`src/rtl/temp_bcd_encoder_pkg.sv`:
```
// Shared types and constants for the binary-to-BCD temperature encoder.
package temp_bcd_encoder_pkg;

    typedef enum logic [1:0] {
        IDLE    = 2'd0,
        SHIFT   = 2'd1,
        PENDING = 2'd2
    } state_t;

    localparam int unsigned BCD_DIGITS = 3;
    localparam int unsigned NIBBLE_W   = 4;
    localparam int unsigned BCD_W      = BCD_DIGITS * NIBBLE_W;
    localparam int unsigned BCD_MAX    = 999;

    // Three BCD digits as they sit in the double-dabble accumulator.
    typedef struct packed {
        logic [NIBBLE_W-1:0] hundreds;
        logic [NIBBLE_W-1:0] tens;
        logic [NIBBLE_W-1:0] ones;
    } bcd_t;

    localparam bcd_t BCD_SAT = '{hundreds: 4'd9, tens: 4'd9, ones: 4'd9};

endpackage

```
`src/rtl/temp_bcd_encoder_add3.sv`:
```
// Double-dabble nibble correction: add 3 to any digit of 5 or more before a shift.
module bcd_add3_nibble
    import temp_bcd_encoder_pkg::*;
(
    input  logic [NIBBLE_W-1:0] digit,
    output logic [NIBBLE_W-1:0] corrected_c
);

    // Pre-shift correction so the doubled digit carries cleanly into the next nibble.
    always_comb begin
        corrected_c = (digit >= NIBBLE_W'(5)) ? digit + NIBBLE_W'(3) : digit;
    end

endmodule

```
`src/rtl/temp_bcd_encoder.sv`:
```
// Iterative binary-to-BCD converter with valid/ready input and optional frame-aligned commit.
module temp_bcd_encoder
    import temp_bcd_encoder_pkg::*;
#(
    parameter int unsigned BIN_WIDTH     = 8,
    parameter bit          SYNC_TO_FRAME = 1'b1
) (
    input  logic                 clk,
    input  logic                 rst_n,
    input  logic [BIN_WIDTH-1:0] sample_bin,
    input  logic                 sample_valid,
    output logic                 sample_ready,
    input  logic                 frame_sync,
    output logic [3:0]           temp_value_100,
    output logic [3:0]           temp_value_10,
    output logic [3:0]           temp_value_1,
    output logic                 overflow,
    output logic                 update_done
);

    localparam int unsigned CNT_W = $clog2(BIN_WIDTH + 1);

    state_t               state, state_next;
    logic [BIN_WIDTH-1:0] shift_reg, shift_next;
    bcd_t                 bcd_reg, bcd_next, bcd_corr;
    logic [CNT_W-1:0]     cnt, cnt_next;
    logic                 ovf_stage, ovf_stage_next;
    logic                 accept_c;
    logic                 commit_c;

    bcd_add3_nibble u_add3_100 (.digit(bcd_reg.hundreds), .corrected_c(bcd_corr.hundreds));
    bcd_add3_nibble u_add3_10  (.digit(bcd_reg.tens),     .corrected_c(bcd_corr.tens));
    bcd_add3_nibble u_add3_1   (.digit(bcd_reg.ones),     .corrected_c(bcd_corr.ones));

    // Next-state, shift datapath and commit decision.
    always_comb begin
        state_next     = state;
        shift_next     = shift_reg;
        bcd_next       = bcd_reg;
        cnt_next       = cnt;
        ovf_stage_next = ovf_stage;
        commit_c       = 1'b0;
        accept_c       = sample_valid && sample_ready;

        case (state)
            IDLE: begin
            end
            SHIFT: begin
                if (cnt != '0) begin
                    bcd_next   = bcd_t'({bcd_corr[BCD_W-2:0], shift_reg[BIN_WIDTH-1]});
                    shift_next = {shift_reg[BIN_WIDTH-2:0], 1'b0};
                    cnt_next   = cnt - CNT_W'(1);
                    // Out-of-range samples saturate on the last shift so staging never holds junk.
                    if ((cnt == CNT_W'(1)) && ovf_stage) begin
                        bcd_next = BCD_SAT;
                    end
                end else if (SYNC_TO_FRAME) begin
                    state_next = PENDING;
                end else begin
                    commit_c   = 1'b1;
                    state_next = IDLE;
                end
            end
            PENDING: begin
                if (frame_sync) begin
                    commit_c   = 1'b1;
                    state_next = IDLE;
                end
            end
            default: begin
                state_next = IDLE;
            end
        endcase

        // A new sample always wins; in PENDING this discards the uncommitted result.
        if (accept_c) begin
            shift_next     = sample_bin;
            bcd_next       = '0;
            cnt_next       = CNT_W'(BIN_WIDTH);
            ovf_stage_next = (32'(sample_bin) > BCD_MAX);
            state_next     = SHIFT;
        end
    end

    // State and staging registers.
    always_ff @(posedge clk or negedge rst_n) begin
        if (!rst_n) begin
            state     <= IDLE;
            shift_reg <= '0;
            bcd_reg   <= '0;
            cnt       <= '0;
            ovf_stage <= 1'b0;
        end else begin
            state     <= state_next;
            shift_reg <= shift_next;
            bcd_reg   <= bcd_next;
            cnt       <= cnt_next;
            ovf_stage <= ovf_stage_next;
        end
    end

    // Committed display outputs, update pulse and ready flag.
    always_ff @(posedge clk or negedge rst_n) begin
        if (!rst_n) begin
            temp_value_100 <= '0;
            temp_value_10  <= '0;
            temp_value_1   <= '0;
            overflow       <= 1'b0;
            update_done    <= 1'b0;
            sample_ready   <= 1'b1;
        end else begin
            update_done  <= commit_c;
            sample_ready <= (state_next != SHIFT);
            if (commit_c) begin
                temp_value_100 <= bcd_reg.hundreds;
                temp_value_10  <= bcd_reg.tens;
                temp_value_1   <= bcd_reg.ones;
                overflow       <= ovf_stage;
            end
        end
    end

endmodule

```
`config.mk`:
```
export PLATFORM = sky130hd
export DESIGN_NAME = temp_bcd_encoder
export DESIGN_NICKNAME = d
export VERILOG_FILES = /design/src/rtl/temp_bcd_encoder_pkg.sv /design/src/rtl/temp_bcd_encoder_add3.sv /design/src/rtl/temp_bcd_encoder.sv
export SDC_FILE = /design/constraint.sdc
export NUM_CORES = 1
export LEC_CHECK = 0
export CORE_UTILIZATION = 60
export CTS_BUF_LIST = sky130_fd_sc_hd__clkbuf_4 sky130_fd_sc_hd__clkbuf_8
export DETAILED_ROUTE_END_ITERATION = 6
export PLACE_DENSITY = 0.93
export RECOVER_POWER = 25
export SLEW_MARGIN = 15
export SYNTH_ARGS = -nofsm -noshare
export SYNTH_HDL_FRONTEND = slang
export SYNTH_SLANG_ARGS = --single-unit
```
`constraint.sdc`:
```
create_clock -name clk -period 4.45 [get_ports clk]
set_input_delay 0.89 -clock clk [delete_from_list [all_inputs] [get_ports clk]]
set_output_delay 0.89 -clock clk [all_outputs]
set_load 0.01 [all_outputs]
```
==> flow_summary.yaml <==
run_status:
  status: "finished, violations left"
  failed_checks: "max-capacitance violations, max-slew violations"
cts:
  numCtsBuffers: 5
  clock-sinks: 40
  cts.repair.resized: 0
  cts_tree: "yes"
  ctsHoldBuffers: 0
  htreeDepth: 2
  cts_setup_buffers: 0
  clk_pin_slew_ns: 0.11
  root_buffer: "clkbuf_4"
  clockBufferDepth: 2
  insertion_delay_ns: 0.36
setup_path:
  critical_path_buf_inv_count: 1
  cpLargestDelayFamily: "flip-flops"
  crit_type: "flop to output pin"
  crit_path_cell_trace: "clkdlybuf4s50_1"
  rr_startpoint: "cnt[0]"
  crit_required_ns: 3.56
  crit_arrival_ns: 1.45
  start_kind: "flop"
  cp-end-kind: "output pin"
  slowest_delay_ns: 0.56
  cp_max_fo: 3
  cp_slowest_cell: "dfstp_2"
  crit_start: "sample_ready"
timing:
  fin_setup_tns_ns: 0
  period_needed_ns: 2.34
  fin_skew_ns: 0.00560
  fmax_mhz: 428
  max-slew-margin-rel: -0.361
  setup_viol: 0
  period_share: 0.525
  holdWs_ns: 0.496
  timing_max_transition_violations_final: 41
  finalHoldViolCount: 0
  rsz0062_at_grt: "no"
  worst_pin_slew_ns: 2.04
global_routing:
  grt_first_pass_wirelength_um: 5830
  antenna_found_initial: 0
  grt_usage: 0.231
  grt_max_degree: 41
  grt-ovfl-total: 0
  busiest_layer: "met2"
  grt_pass1_vias: 1370
  use_met1: 0.288
  use_met3: 0.0484
  met2_usage: 0.376
final_layout:
  largest_register_ffs: 12
  fin_cells: 257
  drive_above_1_share: 0.131
  fin_util: 0.732
  seq_area_mm2: 0.00100
  multiInputGateArea_um2: 825
  area_delta_synth_final_pct: 16.0
  nNetsFinal: 232
  antennaDiodeCount: 0
  fillerInstances: 248
synthesis:
  syn_inst: 189
  syn-cell-area_mm2: 0.00193
  synth-async-reset-ratio: 1.00
  ys_types: 35
  synth_seq_cells: 40
  muxShareOfSynthArea: 0.0526
  synth_seq_area_share: 0.520
  synth_nets: 209
  synthXorXnorAreaFrac: 0.0227
  synth_top_area_frac: 0.506
  synthTopCellsByArea: "dfrtp_1 51%, nand3_1 5.5%, mux2_2 5.3%"
  synth.avg_cell_area_um2: 10.2
  synth_ff_type: "dfrtp_1"
  yosysTopAreaCell: "dfrtp_1"
  synth_top_family_by_area: "simple AND/OR/NAND/NOR gates"
  synth-edff-count: 0
  ys_warn_count: 0
  synth_simple_gate_area_share: 0.195
  yosys.area_share.adder: 0.0519
  synth_compound_area_frac: 0.103
die:
  coreArea_mm2: 0.00305
  die-area_mm2: 0.00344
  initial_core_util: 0.632
  fp-row-count: 20
  die_x_um: 58.7
  io_pins: 27
  die_y_um: 58.7
hold_path:
  min_path_type: "flop to flop"
  min_from: "temp_value_10[1]"
route:
  wl_um: 3260
  vias: 1432
  drc: 0
  dr.pass1.iters: 4
  wl_per_cell_um: 12.7
  vias_per_cell: 5.57
  ant_nets: 0
  drt_iter0_markers: 58
job:
  maxCapViolations: 1
placed_design:
  dpl.hpwl_um: 2280
  place.port_buffers: 25
  dp_cells: 249
  gp_congestion: 0.786
power:
  irDropWorstVdd_v: 0.000414
  leakagePower_nw: 1.00
  cellPowerDensity_mw_per_mm2: 657
==> layout by cell type, fill, tap and decap left out <==
master / instances
a211oi_1: 1
a21oi_1: 13
a31oi_1: 1
a41oi_1: 1
and2_1: 1
and2_4: 1
and2b_1: 1
clkbuf_1: 1
clkbuf_4: 6
clkbuf_8: 2
clkdlybuf4s50_1: 24
conb_1: 1
dfrtp_1: 39
dfstp_2: 1
ha_1: 8
inv_1: 10
mux2_2: 9
nand2_1: 21
nand2_2: 1
nand2b_1: 3
nand3_1: 21
nand3_2: 5
nand3b_1: 1
nor2_1: 8
nor2_4: 1
nor3_1: 1
nor3b_1: 3
o211ai_1: 1
o21ai_0: 19
o21ai_2: 1
or2b_1: 1
or3b_4: 1
xnor2_1: 4
xor2_1: 1
==> per-stage QoR <==
| stage | power (mW) | area (um2) | worst slack, ns |
|---|---|---|---|
| final | 1.47 | 2240 | 2.11 |
| after global routing | 1.60 | 2240 | 1.72 |
| after CTS | 1.48 | 2240 | 2.11 |
| after detailed placement | 1.27 | 2160 | 1.94 |
| after global placement | 1.23 | 2160 | 2.04 |
| after floorplan | 1.11 | 1930 | 2.68 |
==> cell usage after synthesis (2+ instances only) <==
library cell / count
dfrtp_1: 39
nand2_1: 21
nand3_1: 21
o21ai_0: 19
a21oi_1: 13
inv_1: 10
mux2_2: 9
ha_1: 8
nor2_1: 8
nand3_2: 5
clkbuf_1: 4
xnor2_1: 4
nand2b_1: 3
nor3b_1: 3
buf_2: 2
==> worst paths after layout <==
| path | to | slack (ns) | cells after the start |
|---|---|---|---|
| worst max register to register | cnt[3] | 2.69 | 6 |
| worst min-delay path | temp_value_10[1] | 0.50 | 2 |
| min in group asynchronous | temp_value_1[3] | 1.09 | 1 |
| worst min register to register | temp_value_10[1] | 0.50 | 2 |
| max in group asynchronous | state[1] | 2.19 | 1 |
| worst max-delay path | sample_ready | 2.11 | 1 |
==> per-layer routing <==
layer / routed length [um] / vias up / part of all wire
li1: - / 691 / -
met1: 1520 / 703 / 0.47
met2: 1560 / 30 / 0.48
met3: 101 / 8 / 0.031
met4: 79 / 0 / 0.024
met5: 0 / - / 0
==> cell type report <==
type	count	area share
inverters	10	0.0168
clock buffers	8	0.0325
well taps	44	0.0246
flip-flops and latches	40	0.448
repair buffers	25	0.109
multi-input cells	130	0.369
==> power by group <==
| part | internal [mW] | switching [mW] | total [mW] |
|---|---|---|---|
| Clock | 0.0991 | 0.115 | 0.214 |
| Combinational | 0.292 | 0.361 | 0.653 |
| Sequential | 0.502 | 0.0990 | 0.601 |
==> logic make-up after synthesis <==
group / after synthesis
simple gates: 70
flops: 40
compound gates: 37
buf+inv: 19
mux: 9
fa+ha+maj: 8
xor+xnor: 5
other cells: 1
Note: power is estimated with default switching activity, not from simulation.
